## config.mk

```make
export PLATFORM = sky130hd
export DESIGN_NAME = mem_bist_ctrl_flat
export DESIGN_NICKNAME = d
export VERILOG_FILES = /design/src/rtl/mem_bist_ctrl_if.sv /design/src/rtl/mem_bist_ctrl.sv /design/src/flat_wrapper.sv
export SDC_FILE = /design/constraint.sdc
export NUM_CORES = 1
export LEC_CHECK = 0
export BUFFER_PORTS_ARGS = -buffer_cell sky130_fd_sc_hd__buf_4
export CELL_PAD_IN_SITES_DETAIL_PLACEMENT = 0
export CELL_PAD_IN_SITES_GLOBAL_PLACEMENT = 2
export CORE_MARGIN = 2
export CORE_UTILIZATION = 29
export DETAILED_ROUTE_END_ITERATION = 7
export PLACE_DENSITY = 0.8
export SETUP_SLACK_MARGIN = 0.1
export SLEW_MARGIN = 20
export SYNTH_ARGS = -nofsm -noshare
export SYNTH_HDL_FRONTEND = slang
export SYNTH_SLANG_ARGS = --single-unit
```

## constraint.sdc

```tcl
create_clock -name clk -period 5.3 [get_ports clk]
set_input_delay 0.53 -clock clk [delete_from_list [all_inputs] [get_ports clk]]
set_output_delay 0.53 -clock clk [all_outputs]
set_load 0.02 [all_outputs]
```

## src/rtl/mem_bist_ctrl_if.sv

```systemverilog
// rtl/mem_bist_ctrl_if.sv - control/status and memory-side signals of the BIST master
interface mem_bist_ctrl_if #(
  parameter int WIDTH = 32,
  parameter int ADDR  = 8
);
  logic              start;
  logic [WIDTH-1:0]  seed;
  logic [ADDR-1:0]   mem_addr;
  logic [WIDTH-1:0]  mem_wdata;
  logic              mem_wrbar;
  logic [WIDTH-1:0]  mem_rdata;
  logic              busy;
  logic              done;
  logic              pass;
  logic [ADDR:0]     err_count;
  logic [ADDR-1:0]   fail_addr;

  modport master (
    output start, seed, mem_rdata,
    input  mem_addr, mem_wdata, mem_wrbar, busy, done, pass, err_count, fail_addr
  );

  modport slave (
    input  start, seed, mem_rdata,
    output mem_addr, mem_wdata, mem_wrbar, busy, done, pass, err_count, fail_addr
  );
endinterface

```

## src/rtl/mem_bist_ctrl.sv

```systemverilog
// rtl/mem_bist_ctrl.sv - LFSR write/read-compare BIST master for a single-port synchronous memory
module mem_bist_ctrl #(
  parameter int WIDTH  = 32,
  parameter int DEPTH  = 256,
  parameter int ADDR   = 8,
  parameter int RD_LAT = 1
) (
  input  logic             clk,
  input  logic             rst,
  mem_bist_ctrl_if.slave   bus
);

  typedef enum logic [2:0] {
    S_IDLE,
    S_WRITE,
    S_READ,
    S_DRAIN,
    S_DONE
  } state_e;

  localparam logic [ADDR-1:0] LAST_ADDR  = ADDR'(DEPTH - 1);
  localparam logic [2:0]      DRAIN_LAST = 3'(RD_LAT - 1);

  state_e            state_q, state_d;
  logic [ADDR-1:0]   cnt_q, cnt_d;
  logic [2:0]        drain_q, drain_d;
  logic [WIDTH-1:0]  lfsr_q, lfsr_d;
  logic [WIDTH-1:0]  seed_q, seed_d;
  logic [ADDR:0]     err_q, err_d;
  logic [ADDR-1:0]   fail_q, fail_d;
  logic              pass_q, pass_d;

  // Expected word/address travel alongside the memory read latency.
  logic [RD_LAT-1:0] pvld_q;
  logic [WIDTH-1:0]  pdata_q [RD_LAT];
  logic [ADDR-1:0]   paddr_q [RD_LAT];

  logic              mismatch;

  function automatic logic [WIDTH-1:0] lfsr_next(input logic [WIDTH-1:0] cur);
    return {cur[30:0], cur[31] ^ cur[21] ^ cur[1] ^ cur[0]};
  endfunction

  assign mismatch = pvld_q[RD_LAT-1] && (bus.mem_rdata != pdata_q[RD_LAT-1]);

  always_comb begin
    state_d = state_q;
    cnt_d   = cnt_q;
    drain_d = drain_q;
    lfsr_d  = lfsr_q;
    seed_d  = seed_q;
    err_d   = err_q;
    fail_d  = fail_q;
    pass_d  = pass_q;

    if (mismatch) begin
      if (err_q == '0) begin
        fail_d = paddr_q[RD_LAT-1];
      end
      if (err_q != '1) begin
        err_d = err_q + 1'b1;
      end
    end

    case (state_q)
      S_IDLE: begin
        if (bus.start) begin
          seed_d  = (bus.seed == '0) ? WIDTH'(1) : bus.seed;
          lfsr_d  = seed_d;
          cnt_d   = '0;
          err_d   = '0;
          fail_d  = '0;
          pass_d  = 1'b0;
          state_d = S_WRITE;
        end
      end
      S_WRITE: begin
        lfsr_d = lfsr_next(lfsr_q);
        cnt_d  = cnt_q + 1'b1;
        if (cnt_q == LAST_ADDR) begin
          lfsr_d  = seed_q;
          cnt_d   = '0;
          state_d = S_READ;
        end
      end
      S_READ: begin
        lfsr_d = lfsr_next(lfsr_q);
        cnt_d  = cnt_q + 1'b1;
        if (cnt_q == LAST_ADDR) begin
          cnt_d   = '0;
          drain_d = '0;
          state_d = S_DRAIN;
        end
      end
      S_DRAIN: begin
        drain_d = drain_q + 1'b1;
        if (drain_q == DRAIN_LAST) begin
          // The last compare resolves in this cycle, so judge on err_d.
          pass_d  = (err_d == '0);
          state_d = S_DONE;
        end
      end
      S_DONE: begin
        state_d = S_IDLE;
      end
      default: begin
        state_d = S_IDLE;
      end
    endcase
  end

  always_ff @(posedge clk) begin
    if (rst) begin
      state_q <= S_IDLE;
    end else begin
      state_q <= state_d;
    end
  end

  always_ff @(posedge clk) begin
    if (rst) begin
      cnt_q   <= '0;
      drain_q <= '0;
      lfsr_q  <= '0;
      seed_q  <= '0;
      err_q   <= '0;
      fail_q  <= '0;
      pass_q  <= 1'b0;
      pvld_q  <= '0;
    end else begin
      cnt_q      <= cnt_d;
      drain_q    <= drain_d;
      lfsr_q     <= lfsr_d;
      seed_q     <= seed_d;
      err_q      <= err_d;
      fail_q     <= fail_d;
      pass_q     <= pass_d;
      pvld_q[0]  <= (state_q == S_READ);
      for (int i = 1; i < RD_LAT; i++) begin
        pvld_q[i] <= pvld_q[i-1];
      end
    end
  end

  always_ff @(posedge clk) begin
    pdata_q[0] <= lfsr_q;
    paddr_q[0] <= cnt_q;
    for (int i = 1; i < RD_LAT; i++) begin
      pdata_q[i] <= pdata_q[i-1];
      paddr_q[i] <= paddr_q[i-1];
    end
  end

  assign bus.mem_wrbar = (state_q == S_WRITE);
  assign bus.mem_addr  = ((state_q == S_WRITE) || (state_q == S_READ)) ? cnt_q : '0;
  assign bus.mem_wdata = (state_q == S_WRITE) ? lfsr_q : '0;
  assign bus.busy      = (state_q == S_WRITE) || (state_q == S_READ) || (state_q == S_DRAIN);
  assign bus.done      = (state_q == S_DONE);
  assign bus.pass      = pass_q;
  assign bus.err_count = err_q;
  assign bus.fail_addr = fail_q;

endmodule

```

## src/flat_wrapper.sv

```systemverilog
// flat-port wrapper written by rule: the top's interface ports become plain ports
module mem_bist_ctrl_flat 
#(
  parameter int WIDTH  = 32,
  parameter int DEPTH  = 256,
  parameter int ADDR   = 8,
  parameter int RD_LAT = 1
)
  (clk, rst, bus_start, bus_seed, bus_mem_rdata, bus_mem_addr, bus_mem_wdata, bus_mem_wrbar, bus_busy, bus_done, bus_pass, bus_err_count, bus_fail_addr);
  mem_bist_ctrl_if #(.WIDTH(WIDTH), .ADDR(ADDR)) bus_i ();
  input  logic clk;
  input  logic rst;
  input wire logic [$bits(bus_i.start)-1:0] bus_start;
  input wire logic [$bits(bus_i.seed)-1:0] bus_seed;
  input wire logic [$bits(bus_i.mem_rdata)-1:0] bus_mem_rdata;
  output wire logic [$bits(bus_i.mem_addr)-1:0] bus_mem_addr;
  output wire logic [$bits(bus_i.mem_wdata)-1:0] bus_mem_wdata;
  output wire logic [$bits(bus_i.mem_wrbar)-1:0] bus_mem_wrbar;
  output wire logic [$bits(bus_i.busy)-1:0] bus_busy;
  output wire logic [$bits(bus_i.done)-1:0] bus_done;
  output wire logic [$bits(bus_i.pass)-1:0] bus_pass;
  output wire logic [$bits(bus_i.err_count)-1:0] bus_err_count;
  output wire logic [$bits(bus_i.fail_addr)-1:0] bus_fail_addr;
  assign bus_i.start = bus_start;
  assign bus_i.seed = bus_seed;
  assign bus_i.mem_rdata = bus_mem_rdata;
  assign bus_mem_addr = bus_i.mem_addr;
  assign bus_mem_wdata = bus_i.mem_wdata;
  assign bus_mem_wrbar = bus_i.mem_wrbar;
  assign bus_busy = bus_i.busy;
  assign bus_done = bus_i.done;
  assign bus_pass = bus_i.pass;
  assign bus_err_count = bus_i.err_count;
  assign bus_fail_addr = bus_i.fail_addr;
  mem_bist_ctrl #(.WIDTH(WIDTH), .DEPTH(DEPTH), .ADDR(ADDR), .RD_LAT(RD_LAT)) u_core (.clk(clk), .rst(rst), .bus(bus_i));
endmodule
```

Yosys cells after proc, flatten, opt, wreduce, memory -nomap -nowiden
Memory sizes are Yosys's and may differ from the RTL's.
Index checks and enable logic that the tools add are counted.

storage, ports and cells
  flip-flop bits (word level) = 97
  RAM bits = 40
  input bits = 67
  output and inout bits = 61
  logic and storage cells = 74
  memories = 2

operators by class
  add/subtract/negate cells = 3
  eq/ne operators = 11
  muxes and demuxes = 27
  bitwise gates (word level) = 3
  reductions and logical operators = 19

memory list
  memory          depth  bits a word  rd ports  clocked after memory_dff  write ports  RTL line             RTL
  u_core.pdata_q  1      32           1         0                         1            mem_bist_ctrl.sv:35  logic [WIDTH-1:0] pdata_q [RD_LAT];
  u_core.paddr_q  1      8            1         0                         1            mem_bist_ctrl.sv:36  logic [ADDR-1:0] paddr_q [RD_LAT];

operator list
  operator             count
  $mux 32              4
  $pmux 32 s3          1
  $mux 8               7
  $mux 9               4
  $logic_not 32->1     1
  $ne 32x32->1         1
  $logic_not 9->1      2
  $pmux 8 s2           1
  $mux 3               5
  $pmux 3 s4           1
  $add 9x1->9 const B  1
  $ne 9x9->1 const B   1
  $add 8x1->8 const B  1
  $eq 8x8->1 const B   1
  $reduce_and 2->1     4
  $eq 3x2->1 const B   2
  $logic_not 3->1      2
  $ne 2x1->1 const B   3
  $pmux 3 s2           1
  $reduce_bool 2->1    3
  $reduce_and 4->1     1
  $add 3x1->3 const B  1
  $eq 3x1->1 const B   1
  $eq 3x3->1 const B   1
  9 further kinds      13

Longest topological paths before layout
Gate-level depths: netlist of the first run.

  word-level depth = 6
  gate-level depth with buffers = 9
  mapped depth without buffers = 8

Worst setup path after synthesis of the first run
Ideal clock, no wire load.

  path kind = register -> output
  from = register u_core.state_q[1]
  to = output bus_mem_wdata[10]
  arrival = 1.441 ns
  required time = 4.770 ns
  slack = 3.329 ns
  cell stages (with the launch flop) = 6
  buffers on the path = 3
  cells stage by stage = dfxtp_1 buf_2 nor3b_2 clkbuf_1 clkbuf_1 and2_1

on the way
  longest elaborated chain between the ends = 2

RTL lines
  item                    RTL line              RTL
  from (decl)             mem_bist_ctrl.sv:24   state_e state_q, state_d;
  from (signal assigned)  mem_bist_ctrl.sv:116  state_q <= state_d;
  $eq 3x1->1              mem_bist_ctrl.sv:156  assign bus.mem_wdata = (state_q == S_WRITE) ? lfsr_q : '0;
  $mux 32                 mem_bist_ctrl.sv:156
  to (decl)               flat_wrapper.sv:17    output wire logic [$bits(bus_i.mem_wdata)-1:0] bus_mem_wdata;

No other way between the ends.

Final worst setup path of the first run
  from = register u_core.state_q[0]
  to = output bus_mem_wdata[6]

The elaborated chain is that of the path after synthesis.

==> metrics, run 1 <==
hold wc startpoint=bus_seed[11]; Data arrival, critical path=2.62 ns; Chip Width=150 um; CP Capture Type=output port; count leader, synth=nand2_1; buffers added on ports=127; Final Max Slew Viols=0; Hold Path Class=input port to flop; Mapped Cells=766; Final nets=940; Most used DFF post-synth=dfxtp_1; Worst Hold End=u_core.seed_q[11]; synthesized net count=about 840; WL/cell=17.9 um; CTS tree=yes; leading cell types by count after synthesis=nand2_1, dfxtp_1, a21oi_1; RR Startpoint=u_core.cnt_q[3]; Post-synth EDFFs=0; critical-path maximum fanout=38; Post-CTS Setup Inserts=0; Critical Path RT=4.77 ns; Hold Slack=0.370 ns; reg2reg path depth=8; layout cell share with drive strength beyond 1=0.201; CP startpoint kind=flop; Max clock buf depth=2; H-tree depth=4; Die H=between 150 and 200 um; Final HPWL DP=13,100 um; first-pass iteration count of the detailed router=5; DR vias=5,716; cell area after synthesis=about 0.0062 mm^2; synth-to-layout area growth=28.8%; DP Area=0.00732 mm^2; Post-synth ARST share=0; Via density=4.94; Final GP Congestion=between 0.7 and 0.8; Final min period=3.15 ns; fmax=0.317 GHz; Rel. slew slack=0.325; post-route cell area=0.00796 mm^2; Die ar.=~0.023 mm^2; initial antenna violation count=0; syn avg cell area=8.07 um^2; kind of critical path=flop to output port; slew at the pin closest to its max-slew limit=1.01 ns; WL final=between 20,000 and 25,000 um; GRT overflow=0; global-route wire length before repair=31,700 um; Worst-path clk slew=0.06 ns; peak supply drop=186 uV; area share of the largest cell type after synthesis=0.444; synth top area cells=dfxtp_1, nand2_1, a21oi_1; worst hold path stage count=3; TNS Setup=0 ns; worst r2r dst=u_core.lfsr_q[0]; power density over cell area=352 mW/mm^2; final period utilization=0.595; most area-hungry cell type in the Yosys netlist=dfxtp_1; clock latency at the later pin of the worst-skew pair=0.42 ns; pin count of the biggest net entering global routing=79; clk sinks=137; top-level port count=approximately 130; #FFs+latches synth=137; leakage power=approximately 0.0033 uW; unrepaired setup endpoints after global routing=false; total CTS buffers=17; Setup Skew=0.00996 ns; post-cts sizing count=0; Post-CTS Hold Fix Bufs=0; vias in the first global route=5,565; run status=finished clean; GRT Overall Usage=0.185; effective utilization at floorplan=0.295; YS warnings=0; Residual DRC=0; share of the yosys chip area belonging to registers=0.444; ANT cells=0; Root Buffer=clkbuf_16; antenna-violating nets left=0; Initial DRC Count=343; Final Hold Vio Count=0; setup slack, reg-to-reg=between 2 and 2.5 ns; core area=0.0210 mm^2; Core Rows=53; max cap viols=0; Final Setup Violations=0; Synth cell types=43
-- layer usage --
metal,part of all wire,up-vias,wire [um],global-route usage
met5,0,-,0,0
met4,0.014,0,297,0.0571
met3,0.055,22,1130,0.0433
met2,0.48,172,9940,0.309
met1,0.45,2710,9300,0.238
li1,-,2812,-,-
-- cell type report --
| class | count | area [um^2] |
|---|---|---|
| multi-input combinational | 572 | 3210 |
| inverter | 5 | 18.8 |
| timing repair buffer | 135 | 1010 |
| sequential | 137 | 2740 |
| clock inverter | 14 | 196 |
| tap | 275 | 344 |
| fill | 2256 | 13000 |
| clock buffer | 18 | 439 |
-- through the flow --
stage                     power (uW)   util  std cells  setup slack [ns]
final                           2800  0.380       1156              2.15
after global routing            2910  0.380       1156              1.99
after CTS                       2830  0.380       1156              2.13
after detailed placement        1540  0.350       1124              2.45
after global placement          1540  0.350       1124              2.42
after floorplan                 1380      -        766              3.33
-- worst max-delay path, cell delays in order, from the launching register on --
cell and delay [ns]:
dfxtp_1 0.77, nor3b_4 0.28, buf_4 0.40, buf_4 0.41, and2_1 0.18, buf_4 0.13
-- state kept, by name (all words and copies together), names as in the netlist --
register / count
u_core.pdata_q: 32
u_core.lfsr_q: 32
u_core.bus.err_count: 9
u_core.bus.pass: 1
u_core.bus.fail_addr: 8
u_core.cnt_q: 8
u_core.seed_q: 32
u_core.drain_q: 3
u_core.paddr_q: 8
u_core.state_q: 3
u_core.pvld_q: 1
-- report_power, final --
| part | internal [uW] | switching [uW] |
|---|---|---|
| Sequential | 1100 | 63.5 |
| Combinational | 152 | 197 |
| Clock | 802 | 485 |
| Total | 2050 | 746 |
-- logic make-up (layout without fill, tap and decap cells) --
family	Yosys count	after routing	share of synthesized area
AOI/OAI and AO/OA	128	128	0.136
xor gates and xnor gates	46	46	0.0652
adders and majority gates	5	5	0.0101
buffers and inverters	57	172	0.0437
DFF	137	137	0.444
muxes	10	10	0.0162
and+or+nand+nor	383	383	0.285
-- worst max-delay path by stage --
stage,start,end,slack (ns),cells past startpoint
finish,u_core.state_q[0],bus_mem_wdata[6],2.15,5
global route,u_core.state_q[0],bus_mem_wdata[2],1.99,5
CTS,u_core.state_q[0],bus_mem_wdata[10],2.13,5
detailed placement,bus_mem_rdata[24],u_core.bus.fail_addr[2],2.45,8
global placement,bus_mem_rdata[24],u_core.bus.fail_addr[2],2.42,8
floorplan,u_core.state_q[1],bus_mem_wdata[10],3.33,5
-- cell usage in the layout, fill, tap and decap left out, types with 2 or more instances in the layout --
master,netlist,layout
ha_1,5,5
and4_1,2,2
o21bai_1,2,2
buf_4,1,135
nor2_1,67,66
and2_1,35,35
nor4_1,12,12
dfxtp_1,137,137
a211oi_1,2,2
clkbuf_16,0,17
inv_1,4,4
mux2i_1,10,10
a221o_1,31,31
nor3_1,42,41
or3_1,4,3
clkinvlp_4,0,6
and3_1,7,6
nand4_1,12,12
xnor2_1,40,40
nor2b_1,9,9
nor3b_1,2,2
nand2_1,173,173
bufinv_16,0,4
a21oi_1,77,77
xor2_1,6,6
o21ai_0,6,6
nand3_1,11,11
a41oi_1,2,2
a31oi_1,2,2
inv_6,0,2
Power figures use the tool's default switching activity.
==> run 2, diff against run 1 <==
Clock period 5.3 ns to 3 ns, I/O delays scaled along.
==> metrics, run 2 (synthesis results as in run 1) <==
unrepaired setup endpoints after global routing=false; sequential power share=0.402 (-0.013); H-tree depth=4 (unchanged); Die H=150 um (unchanged); Rel. slew slack=0.321 (-0.00407); Inst Count DP=1,130 (+0.53%); slew at the pin closest to its max-slew limit=1.02 ns (+0.00677 ns); Largest regs=u_core.lfsr_q: 32 flops, u_core.pdata_q: 32 flops, u_core.seed_q: 32 flops; commonest non-fill, non-tap cell in the layout=nand2_1; Chip Width=150 um (unchanged); critical-path cell list=xnor2_1 -> nand4_1 -> nor4_1 -> a21boi_1 -> nand4_2 -> buf_4 -> mux2i_1 -> nor2_1; ANT cells=0 (unchanged); Residual DRC=0 (unchanged); Die ar.=0.0225 mm^2 (unchanged); Core Rows=53 (unchanged); Post-CTS Setup Inserts=0 (unchanged); clock power share=0.475 (+0.015); Root Buffer=clkbuf_16; antenna-violating nets left=0 (unchanged); GRT Overall Usage=0.182 (-0.00293); TNS Setup=0 ns (unchanged); Final nets=946 (+0.64%); leakage power=0.00339 uW (+2.3%); Post-CTS Hold Fix Bufs=0 (unchanged); CTS tree=yes; first-pass iteration count of the detailed router=5 (unchanged); kind of critical path=flop to flop; run status=finished clean; met2 WL=9580 um (-3.7%); synth-to-layout area growth=30.4%; Setup Skew=0.00806 ns (-0.00190 ns); power density over cell area=631 mW/mm^2 (+79%); total CTS buffers=17 (unchanged); Power Total=5080 uW (+82%); final period utilization=0.790; Hold Path Class=input port to flop; Worst-path clk slew=0.06 ns (about the same); CP Capture Type=flop; WL met3=1110 um (-1.7%); slowest CP cell=nor4_1; Via density=4.94 (-0.15%); core area=0.0210 mm^2 (unchanged); Final Non-Filler Cells=1,162 (+0.52%); vias in the first global route=5,448 (-2.1%); fmax=0.422 GHz; GRT overflow=0 (unchanged); CP startpoint kind=flop; hold wc startpoint=bus_seed[25]; clock latency at the later pin of the worst-skew pair=0.42 ns (about the same); WL final=20,300 um (-1.6%); effective utilization at floorplan=0.295 (unchanged); critical-path maximum fanout=13 (-66%); most frequent cells in the layout=nand2_1, buf_4, dfxtp_1; sw power=1300 uW (+75%); Final Hold Vio Count=0 (unchanged); max cap viols=0 (unchanged); Met1 Wirelength=9370 um (+0.80%); top-level port count=128 (unchanged); clk sinks=137 (unchanged); Initial DRC Count=453 (+32%); buffers added on ports=127 (unchanged); Final min period=approximately 2.4 ns; Critical Path RT=3.28 ns (-1.49 ns); Final Max Slew Viols=0 (unchanged); Final GP Congestion=0.779 (+0.17%); Data arrival, critical path=2.65 ns (+0.03 ns); layout cell share with drive strength beyond 1=0.204 (+0.00315); global-route wire length before repair=31,300 um (-1.4%); Sw Ratio=0.256 (-0.0100); Final Setup Violations=0 (unchanged); max layer used=met4; max incr delay on CP=0.42 ns (-0.35 ns); pin count of the biggest net entering global routing=67 (-15%); initial antenna violation count=0 (unchanged); combinational power share=0.123 (-0.002); Final HPWL DP=13,100 um (about the same); peak supply drop=396 uV (+110%); cell-internal power=3780 uW (+84%); DR vias=5,737 (+0.37%); Hold Slack=0.140 ns (-0.230 ns); crit path from=u_core.pdata_q[0][3]; RR Startpoint=u_core.pdata_q[0][3]; Max clock buf depth=2 (unchanged); post-cts sizing count=0 (unchanged); WL/cell=17.5 um (-2.1%)
[run 2: cell types whose count changed in the layout (fill, tap and decap cells not counted), sizes merged]
cell      delta
buf          +6
clkinvlp     -5
clkinv       +4
bufinv       +2
clkbuf       -1
[run 2: routing by layer]
| metal | global-route usage | up-vias |
|---|---|---|
| met5 | 0 | - |
| met4 | 0.0552 | 0 |
| met3 | 0.0412 | 18 |
| met2 | 0.292 | 171 |
| met1 | 0.245 | 2708 |
| li1 | - | 2840 |
[run 2: final timing paths]
check	end	slack [ns]	cells after the start
worst max register to register	u_core.bus.fail_addr[2]	0.63	8
worst max-delay path	u_core.bus.fail_addr[2]	0.63	8
worst min register to register	u_core.paddr_q[0][5]	0.38	0
worst min-delay path	u_core.seed_q[25]	0.14	3
[run 2: stage by stage]
step / worst slack, ns / area, um^2 / utilization
6_report: 0.631 / 8060 / 0.385
3_5_place_dp: 0.512 / 7390 / 0.353
2_1_floorplan: 1.13 / 6180 / -
4_1_cts: 0.603 / 8060 / 0.385
3_3_place_gp: 0.498 / 7390 / 0.353
5_1_grt: 0.519 / 8060 / 0.385
[run 2: worst max-delay path: cells and delay by family (launching register included)]
family	cells	cell delay [ns]
flops	1	0.30
simple gates	4	0.83
mux	1	0.19
xor+xnor	1	0.30
buf+inv	1	0.20
compound gates	1	0.39
[run 2: area by class of cell]
cell class,count,area [um^2]
clock inverter,15,246
clock buffer,17,425
fill,2207,12900
inverter,5,18.8
tap,275,344
timing repair buffer,141,1080
multi-input combinational,572,3200
sequential,137,2740
[run 2: power by group through the flow]
stage / sequential, uW / clock (uW) / combinational, uW
global placement: 2080 / 0 / 630
global route: 2060 / 2540 / 688
CTS: 2050 / 2470 / 632
detailed placement: 2080 / 0 / 630
floorplan: 2040 / 0 / 388
finish: 2050 / 2410 / 625
